===== src/rtl/branch_target_predictor.sv =====
// Branch target buffer with 2-bit saturating counters and saturating performance counters.
// Latency: lookup and mispredict/redirect are combinational (0 cycles); table/counter updates are visible 1 cycle later.
// Backpressure: none; one update may be accepted every cycle and is never stalled.
//
// Ports:
//   Clk, Reset (async active-low)
//   LookupPC -> PredTaken / PredTarget        : IF-stage next-fetch prediction
//   Update*                                   : resolve-stage outcome write-back
//   Mispredict / CorrectPC                    : same-cycle flush and redirect address
//   BranchCount / MispredictCount             : saturating performance counters
module branch_target_predictor #(
   parameter int ENTRIES = 16,
   parameter int ADDR_W  = 32,
   parameter int CNT_W   = 16
) (
   input  logic              Clk,
   input  logic              Reset,
   input  logic [ADDR_W-1:0] LookupPC,
   output logic              PredTaken,
   output logic [ADDR_W-1:0] PredTarget,
   input  logic              UpdateValid,
   input  logic [ADDR_W-1:0] UpdatePC,
   input  logic              UpdateTaken,
   input  logic [ADDR_W-1:0] UpdateTarget,
   input  logic              UpdatePredTaken,
   input  logic [ADDR_W-1:0] UpdatePredTarget,
   output logic              Mispredict,
   output logic [ADDR_W-1:0] CorrectPC,
   output logic [CNT_W-1:0]  BranchCount,
   output logic [CNT_W-1:0]  MispredictCount
);

   localparam int IDX_W = $clog2(ENTRIES);
   localparam int TAG_W = ADDR_W - IDX_W - 2;
   localparam logic [CNT_W-1:0] CNT_MAX = '1;

   // Table state
   logic              valid_q  [ENTRIES];
   logic              valid_d  [ENTRIES];
   logic [1:0]        ctr_q    [ENTRIES];
   logic [1:0]        ctr_d    [ENTRIES];
   logic [TAG_W-1:0]  tag_q    [ENTRIES];
   logic [TAG_W-1:0]  tag_d    [ENTRIES];
   logic [ADDR_W-1:0] target_q [ENTRIES];
   logic [ADDR_W-1:0] target_d [ENTRIES];

   logic [CNT_W-1:0]  branch_cnt_q, branch_cnt_d;
   logic [CNT_W-1:0]  mispred_cnt_q, mispred_cnt_d;

   // PC[1:0] never participates in index or tag
   logic [IDX_W-1:0]  lk_idx, up_idx;
   logic [TAG_W-1:0]  lk_tag, up_tag;
   logic              lk_hit, up_hit;

   assign lk_idx = LookupPC[IDX_W+1:2];
   assign lk_tag = LookupPC[ADDR_W-1:IDX_W+2];
   assign up_idx = UpdatePC[IDX_W+1:2];
   assign up_tag = UpdatePC[ADDR_W-1:IDX_W+2];

   // Lookup: reads only the registered table, so a same-cycle update is not seen
   always_comb begin
      lk_hit     = valid_q[lk_idx] && (tag_q[lk_idx] == lk_tag);
      PredTaken  = lk_hit && ctr_q[lk_idx][1];
      PredTarget = PredTaken ? target_q[lk_idx] : LookupPC + ADDR_W'(4);
   end

   // Resolve-side outputs
   always_comb begin
      Mispredict = UpdateValid &&
                   ((UpdatePredTaken != UpdateTaken) ||
                    (UpdateTaken && (UpdatePredTarget != UpdateTarget)));
      CorrectPC  = UpdateTaken ? UpdateTarget : UpdatePC + ADDR_W'(4);
   end

   // Table next state
   always_comb begin
      valid_d  = valid_q;
      ctr_d    = ctr_q;
      tag_d    = tag_q;
      target_d = target_q;
      up_hit   = valid_q[up_idx] && (tag_q[up_idx] == up_tag);
      if (UpdateValid) begin
         if (up_hit) begin
            if (UpdateTaken) begin
               target_d[up_idx] = UpdateTarget;
               if (ctr_q[up_idx] != 2'b11) ctr_d[up_idx] = ctr_q[up_idx] + 2'b01;
            end else begin
               if (ctr_q[up_idx] != 2'b00) ctr_d[up_idx] = ctr_q[up_idx] - 2'b01;
            end
         end else if (UpdateTaken) begin
            // Taken miss replaces whatever lived at this index, starting weakly taken
            valid_d[up_idx]  = 1'b1;
            tag_d[up_idx]    = up_tag;
            target_d[up_idx] = UpdateTarget;
            ctr_d[up_idx]    = 2'b10;
         end
      end
   end

   // Performance counters stick at all-ones
   always_comb begin
      branch_cnt_d  = branch_cnt_q;
      mispred_cnt_d = mispred_cnt_q;
      if (UpdateValid && (branch_cnt_q != CNT_MAX)) branch_cnt_d = branch_cnt_q + CNT_W'(1);
      if (Mispredict && (mispred_cnt_q != CNT_MAX)) mispred_cnt_d = mispred_cnt_q + CNT_W'(1);
   end

   always_ff @(posedge Clk or negedge Reset) begin
      if (!Reset) begin
         for (int i = 0; i < ENTRIES; i++) begin
            valid_q[i] <= 1'b0;
            ctr_q[i]   <= 2'b01;
         end
         branch_cnt_q  <= '0;
         mispred_cnt_q <= '0;
      end else begin
         valid_q       <= valid_d;
         ctr_q         <= ctr_d;
         branch_cnt_q  <= branch_cnt_d;
         mispred_cnt_q <= mispred_cnt_d;
      end
   end

   // Tag and target are qualified by valid, so they need no reset
   always_ff @(posedge Clk) begin
      tag_q    <= tag_d;
      target_q <= target_d;
   end

   assign BranchCount     = branch_cnt_q;
   assign MispredictCount = mispred_cnt_q;

endmodule


===== config.mk =====
export PLATFORM = sky130hd
export DESIGN_NAME = branch_target_predictor
export DESIGN_NICKNAME = d
export VERILOG_FILES = /design/src/rtl/branch_target_predictor.sv
export SDC_FILE = /design/constraint.sdc
export NUM_CORES = 1
export LEC_CHECK = 0
export ABC_CLOCK_PERIOD_IN_PS = 4950
export CAP_MARGIN = 20
export CORE_MARGIN = 4
export CORE_UTILIZATION = 35
export DETAILED_ROUTE_END_ITERATION = 10
export HOLD_SLACK_MARGIN = 0.1
export SYNTH_ARGS = -nofsm -noshare
export SYNTH_HDL_FRONTEND = slang
export SYNTH_SLANG_ARGS = --single-unit

===== constraint.sdc =====
create_clock -name Clk -period 4.95 [get_ports Clk]
set_input_delay 0.99 -clock Clk [delete_from_list [all_inputs] [get_ports Clk]]
set_output_delay 0.99 -clock Clk [all_outputs]
set_load 0.05 [all_outputs]

==> Yosys cells after proc, flatten, opt, wreduce, memory -nomap -nowiden <==
Cells that the tools add are included.
{ "totals": {"ff_bits": 1008, "in_bits": 133, "out_inout_bits": 98, "word_cells": 145} }
{ "classes": {"addsub": 6, "magnitude_cmp": 3, "eq_ne": 8, "mux": 40, "bitwise": 7, "reduce_logical": 15} }
{ "op_table": {"columns": ["operator", "n"], "rows": [
  ["$bwmux W512", 1],
  ["$bwmux W416", 1],
  ["$mux W32", 10],
  ["$bmux W26 S4", 2],
  ["$mux W26", 5],
  ["$bmux W32 S4", 1],
  ["$demux W32 S4", 1],
  ["$demux W26 S4", 1],
  ["$add A32 B3 Y32 const B", 2],
  ["$bwmux W32", 2],
  ["$eq A26 B26 Y1", 2],
  ["$add A16 B1 Y16 const B", 2],
  ["$ne A16 B16 Y1 const B", 2],
  ["$ne A32 B32 Y1", 1],
  ["$or A16 B16 Y16", 2],
  ["$and A16 B16 Y16", 1],
  ["$bmux W2 S4", 2],
  ["$not A16 Y16", 1],
  ["$ge A5 B5 Y1 const B", 2],
  ["$mux W2", 5],
  ["$not A4 Y5", 2],
  ["$bmux W1 S4", 2],
  ["$demux W2 S4", 1],
  ["$logic_and A1 B1 Y1", 8],
  ["other kinds (14)", 20]
]} }

==> Logic depth before layout (Yosys ltp) <==
{ "logic_depth": {"ltp_word": 9, "ltp_mapped": 15, "depth_no_buf": 10} }

==> Worst setup path before layout <==
No wires, ideal clock.
{ "synth_path": {"path_kind": "in2out", "from": "input port LookupPC[3]", "to": "output port PredTarget[2]", "arrival_ps": 4912, "required_time_ps": 3960, "setup_slack_ps": -952, "cell_stages": 12, "path_buffers": 5, "cell_sequence": "clkbuf_1 > clkbuf_1 > clkbuf_1 > mux4_2 > mux4_2 > xnor2_1 > nand2_1 > nor3_1 > and3_1 > buf_2 > buf_1 > o21ai_0"} }
{ "synth_via": {"elab_chain_len": 8, "word_cells_on_any_way": 17, "classes_between": "1 x eq/ne; 13 x mux; 1 x bitwise; 2 x reduce/logical"} }
{ "synth_rtl": {"columns": ["element", "line", "text"], "rows": [
  ["start, declared", "18", "input logic [ADDR_W-1:0] LookupPC,"],
  ["$not A4 Y5 (not written as such) (*)", "62, 63", null],
  ["$bmux W26 S4", "62", "lk_hit = valid_q[lk_idx] && (tag_q[lk_idx] == lk_tag);"],
  ["$mux W26 (not written as such) (2 in series)", "62", null],
  ["$eq A26 B26 Y1", "62", null],
  ["$logic_and A1 B1 Y1", "62", null],
  ["$logic_and A1 B1 Y1 (*)", "63", "PredTaken = lk_hit && ctr_q[lk_idx][1];"],
  ["net PredTaken", "19", "output logic PredTaken,"],
  ["$mux W32 (*)", "64", "PredTarget = PredTaken ? target_q[lk_idx] : LookupPC + ADDR_W'(4);"],
  ["end, declared", "20", "output logic [ADDR_W-1:0] PredTarget,"]
]} }
The timed path passes the listed nets; every way through them passes the cells marked *. The select of a mux whose other input is x is not followed.

==> Final worst setup path <==
{ "layout_path": {"from": "input port LookupPC[2]", "to": "output port PredTarget[14]"} }
{ "layout_via": {"elab_chain_len": 8, "word_cells_on_any_way": 18, "classes_between": "1 x add/sub; 1 x eq/ne; 13 x mux; 1 x bitwise; 2 x reduce/logical"} }
{ "layout_rtl": {"columns": ["element", "line"], "rows": [
  ["$not A4 Y5 (not written as such)", "62, 63, 64"],
  ["$bmux W26 S4", "62"],
  ["$mux W26 (not written as such) (2 in series)", "62"],
  ["$eq A26 B26 Y1", "62"],
  ["$logic_and A1 B1 Y1", "62"],
  ["$logic_and A1 B1 Y1", "63"],
  ["$mux W32 (*)", "64"]
]} }
Mark *: on every way between the ends. The rest lies on a longest branch, timed or not. The select of a mux whose other input is x is not followed.

==> summary.txt <==
Floorplanning
  • Initial Util: 0.354
  • Die Span Y: ~370 um
  • Die Wd: between 300 and 400 um
  • # IOs: roughly 230
  • Rows: ~130
  • DIE AREA: 136000 um^2
  • CORE AREA: about 130000 um^2

Run
  • MaxCap Viol Count: 0

Logic synthesis
  • Yosys cell types: 77
  • Cell Area, Synth: around 45000 um^2
  • Seq/Total Area, Yosys: 0.657
  • Mapped Cells: 2426
  • Largest area contributor in the netlist: edfxtp_1
  • Cell with the most instances after synthesis: edfxtp_1
  • Ys flop type: edfxtp_1
  • Synth top area cells: edfxtp_1 (61%), mux4_2 (18%), dfrtp_1 (3.5%)
  • Top cells by count, synth: edfxtp_1 (928), mux4_2 (366), nand2_1 (133)
  • Synthesized Nets: around 2600
  • Syn. warnings: 0
  • Post-synth top area share: 0.613
  • Post-synth EDFFs: about 930
  • Ys async rst share: 0.0794
  • Synthesized flop and latch total: roughly 1000
  • Syn avg cell area: 18.7 um^2

Route
  • WL final: approximately 150 mm
  • Avg WL per Cell: 30.8 um
  • Via Count: ~27000
  • DRC: 0
  • Vias/cell: 5.74
  • 1st-pass router iterations: 6
  • Initial drt markers: roughly 3400
  • Post-DRT Antenna Nets: 0

Timing
  • Final Hold Fails: 0
  • Worst Skew: between 0.07 and 0.08 ns
  • FMAX: between 150 and 200 MHz
  • # setup viols final: 33
  • Final Cycle Share: 1.07
  • Worst-margin pin slew: approximately 1.3 ns
  • Minimum clock period: about 5.3 ns
  • Final Max Slew Viols: 0
  • WHS: 0.195 ns
  • Post-route setup TNS: -9.74 ns
  • Worst relative slew slack: 0.155
  • RSZ-0062 raised after global routing: yes
  • Final worst-path setup slack: -0.355 ns

Clock network
  • Sink Count: 1008
  • Later-pin clock latency in the skew report: 0.70 ns
  • CTS H-tree lvls: 3
  • Num CTS Buffers: 101
  • TritonCTS clock tree: yes
  • Clk pin slew, worst setup/hold paths: 0.06 ns
  • Clk root buf: clkbuf_16
  • Clock buffer depth: 3
  • Hold_buf cts: 0

Worst setup path
  • CP Capture Type: primary output
  • CP cell instances: buf_16, buf_12, buf_12, buf_12, mux4_2, mux4_2, xnor2_4, nand4b_1, nor4_2, and3_4, buf_16, buf_12, mux2_4, buf_12
  • CP max-delay cell: mux4_2
  • Worst Reg-to-Reg Cells: 13
  • Stages on the worst setup path: 14
  • Largest delay share family, worst path: multiplexers
  • CP Launch Type: input port
  • Critical path class: in2out
  • Crit path buffers/inverters: 7
  • CP most frequent cell: buf_12
  • WP data required: between 3 and 4 ns
  • CP Data Arrival Time: roughly 4.3 ns
  • Slowest cell delay on critical path: 0.55 ns
  • Crit-path max FO: 8

Status
  • Failing checks: negative setup slack
  • Status: finished, violations left

Power
  • Int Pwr: 14.9 mW
  • Sw frac: 0.248
  • Net Switching: 4.91 mW
  • Sequential share of power: 0.487
  • VDD IR max: ~300 uV
  • Comb pwr share: 0.128
  • Total power: just under 20 mW
  • Lkg Pwr: 19.3 nW
  • Clk pwr share: 0.386
  • PD cells: between 300 and 400 nW/um^2

Min path
  • Min-delay worst type: in2async

Global route
  • Grt met3 use: 0.0443
  • GR Overflow Total: 0
  • Most Crowded Layer GR: met2
  • First-pass GRT wire length: 208 mm
  • Vias in the first global route: 28200
  • Initial antenna violation count: 3
  • GRT Overall Usage: 0.212
  • Met2 Track Usage GR: 0.344
  • Met1 Usage GRT: 0.290
  • Largest net degree at the start of global routing: between 100 and 150

Place
  • Gpl congestion: between 0.8 and 0.9
  • Port Buffers: 230
  • Detailed placer's ending HPWL: roughly 100 mm

Cells and area
  • Nets: 3079
  • Utilization after layout: 0.446
  • Share of cells above drive strength 1: 0.354
  • Layout Area Growth over Synthesis: 25.9%
  • N_diodes: 0
[routing by layer]
metal / vias up / routed length, um
li1: 11000 / -
met1: 14500 / 57900
met2: 1540 / 69600
met3: 241 / 14300
met4: 4 / 4470
met5: - / 29
[registers in the layout, summed over array words and instances (netlist names)]
name	flops
target_q	512
ctr_q	32
MispredictCount	16
tag_q	416
BranchCount	16
valid_q	16
[metrics by stage]
stage	cells	setup slack (ns)	cell area, um^2
after floorplan	2426	0.0122	45600
after CTS	4750	-0.344	57000
final	4751	-0.355	57200
after global routing	4751	-0.414	57200
after detailed placement	4541	-0.520	53100
after global placement	4541	-0.503	53100
[kinds of logic (layout without fill, tap and decap cells)]
| family | after synthesis | count (layout) | share of synthesized area |
|---|---|---|---|
| simple gates | 374 | 374 | 0.0410 |
| fa+ha+maj | 9 | 9 | 0.00248 |
| xor+xnor | 169 | 169 | 0.0326 |
| flops | 1008 | 1008 | 0.657 |
| buf+inv | 175 | 771 | 0.0193 |
| mux | 511 | 511 | 0.219 |
| compound gates | 180 | 180 | 0.0281 |
[layout make-up]
class                           instances  area [um^2]
Fill cell                           10900        71100
Tap cell                             1729         2160
Sequential cell                      1008        29900
Timing Repair Buffer                  554         6370
Clock buffer                          117         2600
Multi-Input combinational cell       1243        15400
Clock inverter                         71          701
Inverter                               29          109
[power groups by stage]
| stage | clock [mW] | combinational (mW) | sequential (mW) |
|---|---|---|---|
| floorplan | 0 | 1.15 | 9.96 |
| global placement | 0 | 2.45 | 9.81 |
| detailed placement | 0 | 2.48 | 9.83 |
| CTS | 7.78 | 2.51 | 9.65 |
| global route | 8.14 | 2.65 | 9.67 |
| finish | 7.64 | 2.53 | 9.65 |
[cell usage in the layout, fill, tap and decap left out, types with 14 or more instances in the layout]
| cell | synthesis | final |
|---|---|---|
| a22oi_1 | 33 | 33 |
| o21ai_4 | 0 | 22 |
| nor2_4 | 1 | 25 |
| dfstp_2 | 16 | 16 |
| mux2_1 | 17 | 17 |
| nand2_4 | 0 | 14 |
| mux4_2 | 366 | 366 |
| clkinv_1 | 0 | 22 |
| mux2i_1 | 85 | 85 |
| clkbuf_16 | 0 | 101 |
| mux2_2 | 30 | 21 |
| nor3_1 | 15 | 15 |
| nand2_1 | 133 | 117 |
| xor2_1 | 88 | 88 |
| clkdlybuf4s50_1 | 0 | 157 |
| dfrtp_1 | 64 | 64 |
| clkbuf_1 | 63 | 15 |
| buf_4 | 17 | 239 |
| o21ai_0 | 63 | 24 |
| inv_1 | 28 | 28 |
| clkinv_2 | 0 | 23 |
| and3_1 | 28 | 23 |
| buf_12 | 1 | 130 |
| xnor2_1 | 81 | 72 |
| nand4_1 | 27 | 27 |
| nor2_1 | 64 | 40 |
| nand3_1 | 46 | 46 |
| edfxtp_1 | 928 | 928 |
| o21ai_1 | 2 | 15 |
[repair_timing]
item | CTS | global route
gates cloned | 4 | 0
endpoints found under the setup margin | 42 | 35
endpoints found under the hold margin | 0 | 0
gates resized for setup | 67 | 41
buffers inserted | 17 | 2
pin swaps | 12 | 5
[path summary, 6_finish.rpt]
| path | from | end | slack (ns) |
|---|---|---|---|
| max | LookupPC[2] | PredTarget[14] | -0.36 |
| min | Reset | BranchCount[14] | 0.20 |
| max reg2reg | tag_q[235] | ctr_q[29] | 0.95 |
| min reg2reg | MispredictCount[11] | MispredictCount[11] | 0.49 |
| max in group asynchronous | Reset | ctr_q[10] | 4.12 |
| min in group Clk | MispredictCount[11] | MispredictCount[11] | 0.49 |
No activity file was read; power rests on OpenSTA's default activity.
